`src/rtl/uart_tx_arbiter.sv`:
```
// uart_tx_arbiter: round-robin arbiter that shares one UART byte transmitter
// among N byte sources. It holds a grant for the rest of a message, up to
// MAX_BURST bytes, inserts idle gaps between bytes, and aborts a stalled byte
// with a watchdog.
//
// Ports
//   Clk, Reset_n          clock, asynchronous active-low reset
//   Req_valid/data/last   per-requester byte stream (data is 8 bits per requester)
//   Req_ack               one-cycle pulse per transmitted byte
//   Tx_en, Tx_data        transmitter enable and byte
//   Tx_done               one-cycle completion pulse from the transmitter
//   Grant                 one-hot current owner, zero when idle
//   Busy                  high outside IDLE
//   Err, Err_cnt          watchdog timeout pulse and saturating count
module uart_tx_arbiter #(
    parameter int unsigned N          = 4,
    parameter int unsigned MAX_BURST  = 16,
    parameter int unsigned GAP_CYCLES = 2,
    parameter int unsigned TIMEOUT    = 1_000_000
) (
    input  logic           Clk,
    input  logic           Reset_n,
    input  logic [N-1:0]   Req_valid,
    input  logic [8*N-1:0] Req_data,
    input  logic [N-1:0]   Req_last,
    output logic [N-1:0]   Req_ack,
    output logic           Tx_en,
    output logic [7:0]     Tx_data,
    input  logic           Tx_done,
    output logic [N-1:0]   Grant,
    output logic           Busy,
    output logic           Err,
    output logic [7:0]     Err_cnt
);
    localparam int unsigned IW = (N > 1) ? $clog2(N) : 1;
    localparam int unsigned GW = $clog2(GAP_CYCLES + 1) + 1;
    localparam int unsigned WW = 32;
    localparam int unsigned BW = 8;

    typedef enum logic [1:0] {S_IDLE, S_SEND, S_GAP} state_e;

    state_e          state_q, state_d;
    logic [N-1:0]    grant_q, grant_d;
    logic [IW-1:0]   owner_q, owner_d;
    logic [IW-1:0]   last_grant_q, last_grant_d;
    logic            tx_en_q, tx_en_d;
    logic [7:0]      tx_data_q, tx_data_d;
    logic            last_flag_q, last_flag_d;
    logic [BW-1:0]   burst_cnt_q, burst_cnt_d;
    logic [WW-1:0]   wdog_q, wdog_d;
    logic [GW-1:0]   gap_cnt_q, gap_cnt_d;
    logic [N-1:0]    req_ack_q, req_ack_d;
    logic            err_q, err_d;
    logic [7:0]      err_cnt_q, err_cnt_d;
    logic            busy_q, busy_d;

    logic            win_vld_c;
    logic [IW-1:0]   win_c;
    logic            timeout_c;
    logic            gap_last_c;
    logic            cont_c;

    // Round-robin search starting just after the previous owner
    always_comb begin
        win_vld_c = 1'b0;
        win_c     = '0;
        for (int off = 1; off <= int'(N); off++) begin
            if (!win_vld_c && Req_valid[(int'(last_grant_q) + off) % int'(N)]) begin
                win_vld_c = 1'b1;
                win_c     = IW'((int'(last_grant_q) + off) % int'(N));
            end
        end
    end

    assign timeout_c  = (wdog_q == WW'(TIMEOUT - 1));
    // GAP lasts GAP_CYCLES+1 cycles so Tx_en is low that long between bytes
    assign gap_last_c = (gap_cnt_q == GW'(GAP_CYCLES));
    assign cont_c     = Req_valid[owner_q] && !last_flag_q && (burst_cnt_q < BW'(MAX_BURST));

    // State register
    always_ff @(posedge Clk or negedge Reset_n) begin
        if (!Reset_n) state_q <= S_IDLE;
        else          state_q <= state_d;
    end

    // Next-state logic; Tx_done wins over a coinciding timeout
    always_comb begin
        state_d = state_q;
        case (state_q)
            S_IDLE: if (win_vld_c) state_d = S_SEND;
            S_SEND: begin
                if (Tx_done)        state_d = S_GAP;
                else if (timeout_c) state_d = S_IDLE;
            end
            S_GAP:  if (gap_last_c) state_d = cont_c ? S_SEND : S_IDLE;
            default: state_d = S_IDLE;
        endcase
    end

    // Output / datapath next values
    always_comb begin
        grant_d      = grant_q;
        owner_d      = owner_q;
        last_grant_d = last_grant_q;
        tx_en_d      = tx_en_q;
        tx_data_d    = tx_data_q;
        last_flag_d  = last_flag_q;
        burst_cnt_d  = burst_cnt_q;
        wdog_d       = wdog_q;
        gap_cnt_d    = gap_cnt_q;
        req_ack_d    = '0;
        err_d        = 1'b0;
        err_cnt_d    = err_cnt_q;
        busy_d       = (state_d != S_IDLE);
        case (state_q)
            S_IDLE: begin
                if (win_vld_c) begin
                    grant_d     = N'(1) << win_c;
                    owner_d     = win_c;
                    tx_data_d   = Req_data[{win_c, 3'b000} +: 8];
                    last_flag_d = Req_last[win_c];
                    burst_cnt_d = BW'(1);
                    wdog_d      = '0;
                    tx_en_d     = 1'b1;
                end
            end
            S_SEND: begin
                wdog_d = wdog_q + WW'(1);
                if (Tx_done) begin
                    tx_en_d   = 1'b0;
                    req_ack_d = grant_q;
                    gap_cnt_d = '0;
                end else if (timeout_c) begin
                    // Abort without ack; the requester keeps its byte and retries
                    tx_en_d      = 1'b0;
                    err_d        = 1'b1;
                    grant_d      = '0;
                    last_grant_d = owner_q;
                    if (err_cnt_q != 8'hFF) err_cnt_d = err_cnt_q + 8'd1;
                end
            end
            S_GAP: begin
                gap_cnt_d = gap_cnt_q + GW'(1);
                if (gap_last_c) begin
                    if (cont_c) begin
                        tx_data_d   = Req_data[{owner_q, 3'b000} +: 8];
                        last_flag_d = Req_last[owner_q];
                        burst_cnt_d = burst_cnt_q + BW'(1);
                        wdog_d      = '0;
                        tx_en_d     = 1'b1;
                    end else begin
                        grant_d      = '0;
                        last_grant_d = owner_q;
                    end
                end
            end
            default: ;
        endcase
    end

    // Datapath and output registers
    always_ff @(posedge Clk or negedge Reset_n) begin
        if (!Reset_n) begin
            grant_q      <= '0;
            owner_q      <= '0;
            last_grant_q <= IW'(N - 1);
            tx_en_q      <= 1'b0;
            tx_data_q    <= '0;
            last_flag_q  <= 1'b0;
            burst_cnt_q  <= '0;
            wdog_q       <= '0;
            gap_cnt_q    <= '0;
            req_ack_q    <= '0;
            err_q        <= 1'b0;
            err_cnt_q    <= '0;
            busy_q       <= 1'b0;
        end else begin
            grant_q      <= grant_d;
            owner_q      <= owner_d;
            last_grant_q <= last_grant_d;
            tx_en_q      <= tx_en_d;
            tx_data_q    <= tx_data_d;
            last_flag_q  <= last_flag_d;
            burst_cnt_q  <= burst_cnt_d;
            wdog_q       <= wdog_d;
            gap_cnt_q    <= gap_cnt_d;
            req_ack_q    <= req_ack_d;
            err_q        <= err_d;
            err_cnt_q    <= err_cnt_d;
            busy_q       <= busy_d;
        end
    end

    assign Grant   = grant_q;
    assign Req_ack = req_ack_q;
    assign Tx_en   = tx_en_q;
    assign Tx_data = tx_data_q;
    assign Busy    = busy_q;
    assign Err     = err_q;
    assign Err_cnt = err_cnt_q;

endmodule

```
`config.mk`:
```
export PLATFORM = sky130hd
export DESIGN_NAME = uart_tx_arbiter
export DESIGN_NICKNAME = d
export VERILOG_FILES = /design/src/rtl/uart_tx_arbiter.sv
export SDC_FILE = /design/constraint.sdc
export NUM_CORES = 1
export LEC_CHECK = 0
export ABC_CLOCK_PERIOD_IN_PS = 2800
export CORE_MARGIN = 2
export CORE_UTILIZATION = 50
export DETAILED_ROUTE_END_ITERATION = 10
export PLACE_DENSITY = 0.76
export SYNTH_ARGS = -nofsm -noshare
export SYNTH_HDL_FRONTEND = slang
export SYNTH_SLANG_ARGS = --single-unit
```
`constraint.sdc`:
```
create_clock -name Clk -period 2.8 [get_ports Clk]
set_input_delay 0.84 -clock Clk [delete_from_list [all_inputs] [get_ports Clk]]
set_output_delay 0.84 -clock Clk [all_outputs]
set_load 0.005 [all_outputs]
```
==> results.yml <==
run_status:
  status: "finished clean"
placement:
  routabilityCongestion: 0.870
  dpl_cell_area_sq_mm: 0.00527
  io_buffers: 69
  place_inst: 626
  dp_hpwl_microns: 7330
routing:
  first_pass_iters: 4
  drc: 0
  dr_total_vias: 3658
  wire_per_inst_microns: 15.3
  drtAntennaViolNets: 0
  drt_wl_total_microns: 9820
  drt_first_iter_violations: 138
  vias_per_cell: 5.71
setup_path:
  crit_type: "input port to flop"
  worst_ep_required_time_ps: 3090
  critical_path.startpoint_type: "input port"
  cp_max_fo: 8
  end_kind: "flop"
  arrival_ps: 2890
logic_synthesis:
  synth_top_area_share_pct: 44.5
  yosysWarnings: 0
  synth_seq_cells: 77
  syn-num-nets: 482
  synth_ff_type: "dfrtp_1"
  syn_area_per_cell_sq_um: 9.81
  ys_seq_area_share_pct: 45.8
  synth_area_sq_mm: 0.00422
  synthArstFlopShare_pct: 100
  synth_area_leaders: "dfrtp_1 45%, nand2_1 3.6%, and3_1 3.3%"
  synth_cell_types: 59
  synth_edf_count: 0
  synth_common_cells: "75 x dfrtp_1, 41 x nand2_1, 36 x nor2_1"
  synth_cells: 430
  post-synth-top-area-cell: "dfrtp_1"
  synth_most_common_cell: "dfrtp_1"
clock_tree:
  clk_pin_slew_ps: 80
  hold_buffers: 0
  cts_tree: "yes"
  clk_latency_ps: 350
  root_buffer: "clkbuf_8"
  cts.sinks: 77
  ctsHtreeMaxLevel: 3
  clockBufferDepth: 2
  numCtsBuffers: 9
final_layout:
  drive_gt1_share_pct: 16.0
  final_cell_area_sq_mm: 0.00549
  diodes: 0
  fin_cells: 641
  area_delta_synth_final_pct: 30.1
  layout.nets: 584
  fill_cells: 643
global_route:
  grt_antenna_before_repair: 0
  track_usage_pct: 23.4
  grt_max_degree: 44
  overflow: 0
  grt_pass1_vias: 3595
  grt_pass1_wl_microns: 16700
floorplan:
  io_pins: 70
  die_h_microns: 95.8
  core_area_sq_mm: 0.00818
  start_util_pct: 51.6
  rows: 33
  die_width_microns: 95.8
  dieArea_sq_mm: 0.00918
timing:
  rsz0062_at_grt: "no"
  hold_viol: 0
  min_period_ps: 2600
  relSlewSlack_pct: 65.4
  worstMarginPinSlew_ps: 515
  finClkSkew_ps: 11.1
  maxSlewViolCount: 0
  max_freq_ghz: 0.385
  setup_violations: 0
  period_share_pct: 92.7
  fin_hold_ws_ps: 435
flow_run:
  max_cap_violations: 0
min_path:
  hp-class: "input port to async pin"
power_and_ir_drop:
  vdd_drop_max_uv: 603
  leakage_nw: 2.43
  p_per_area_mw_per_mm2: 738
-- layer usage --
metal	part of all wire [%]	wire (microns)	GRT usage (%)
met2	51	5040	40.2
met1	43	4240	30.0
met4	1.1	112	7.38
met3	4.3	424	4.23
met5	0	0	0
-- path summary, 6_finish.rpt --
path	from	endpoint	slack, ps	cells after the start
setup / recovery	Req_valid[2]	wdog_q[5]	200	10
hold / removal	Reset_n	Err_cnt[3]	440	1
setup reg to reg	wdog_q[22]	Grant[1]	210	6
hold reg to reg	Err_cnt[6]	Err_cnt[6]	510	1
max in group asynchronous	Reset_n	last_grant_q[1]	1720	2
min in group Clk	Err_cnt[6]	Err_cnt[6]	510	1
-- layout by cell type, fill, tap and decap left out, drive strengths merged, types with 4 or more instances in the layout --
cell	netlist	routed
dfrtp	75	75
clkdlybuf4s50	0	68
nand2	42	42
buf	5	39
nor2	38	38
and3	24	24
o21ai	23	23
nand3	19	19
a211oi	17	17
a21oi	16	16
xor2	14	14
nand4	12	12
xnor2	12	12
mux2i	12	12
clkbuf	11	11
nor3	11	11
ha	9	9
inv	8	8
nor2b	8	8
mux2	8	8
nor4	8	8
and4	8	8
nand2b	6	6
nor4b	4	4
and2	4	4
a22o	4	4
-- power breakdown --
part           leakage [nW]  switching, mW  internal [mW]
Clock                 0.101          0.408          0.453
Sequential             1.02          0.150           1.30
Combinational          1.31          0.871          0.867
Total                  2.43           1.43           2.62
-- timing repair --
action	CTS	global route
resized for setup	0	4
endpoints found under the setup margin	0	9
hold endpoints to repair	0	0
setup buffers	0	0
-- stage by stage --
stage	power (mW)	setup slack, ps	setup TNS, ps	utilization, %
after floorplan	2.40	297	0	-
after global placement	3.14	-117	-1470	64.5
after detailed placement	3.19	-207	-2820	64.5
after CTS	4.06	165	0	66.9
after global routing	4.31	15.8	0	67.1
final	4.05	203	0	67.1
-- worst max-delay path, cell delays in order --
cell	delay (ps)
clkdlybuf4s50_1	500
buf_4	130
nor4_1	50
buf_4	140
a21oi_1	260
nand2_1	140
buf_4	180
or3_1	360
o21ai_0	150
a22o_1	140
-- flip-flops by register name (all words and copies together), names as in the netlist --
| name | flops |
|---|---|
| Grant | 4 |
| Tx_en | 1 |
| last_flag_q | 1 |
| owner_q | 2 |
| last_grant_q | 2 |
| Busy | 1 |
| state_q | 2 |
| Err_cnt | 8 |
| burst_cnt_q | 8 |
| wdog_q | 32 |
| gap_cnt_q | 3 |
| Req_ack | 4 |
| Err | 1 |
| Tx_data | 8 |
-- area by class of cell --
class / count / area (sq um) / share of cell area (%)
Tap cell: 105 / 131 / 2.39
Timing Repair Buffer: 107 / 998 / 18.2
Inverter: 8 / 30.0 / 0.547
Clock buffer: 11 / 151 / 2.76
Sequential cell: 77 / 1930 / 35.2
Multi-Input combinational cell: 329 / 2200 / 40.1
Clock inverter: 4 / 47.5 / 0.866
-- cells by family after synthesis --
| group | count (synthesis) | share of synthesized area [%] |
|---|---|---|
| adder cells (fa/ha/maj) | 9 | 2.67 |
| multiplexers | 22 | 6.05 |
| flip-flops | 77 | 45.8 |
| XOR/XNOR | 26 | 5.40 |
| AO/OA/AOI/OAI | 78 | 12.7 |
| AND/OR/NAND/NOR | 194 | 24.9 |
| buffers and inverters | 24 | 2.46 |
No activity file was read; power rests on OpenSTA's default activity.
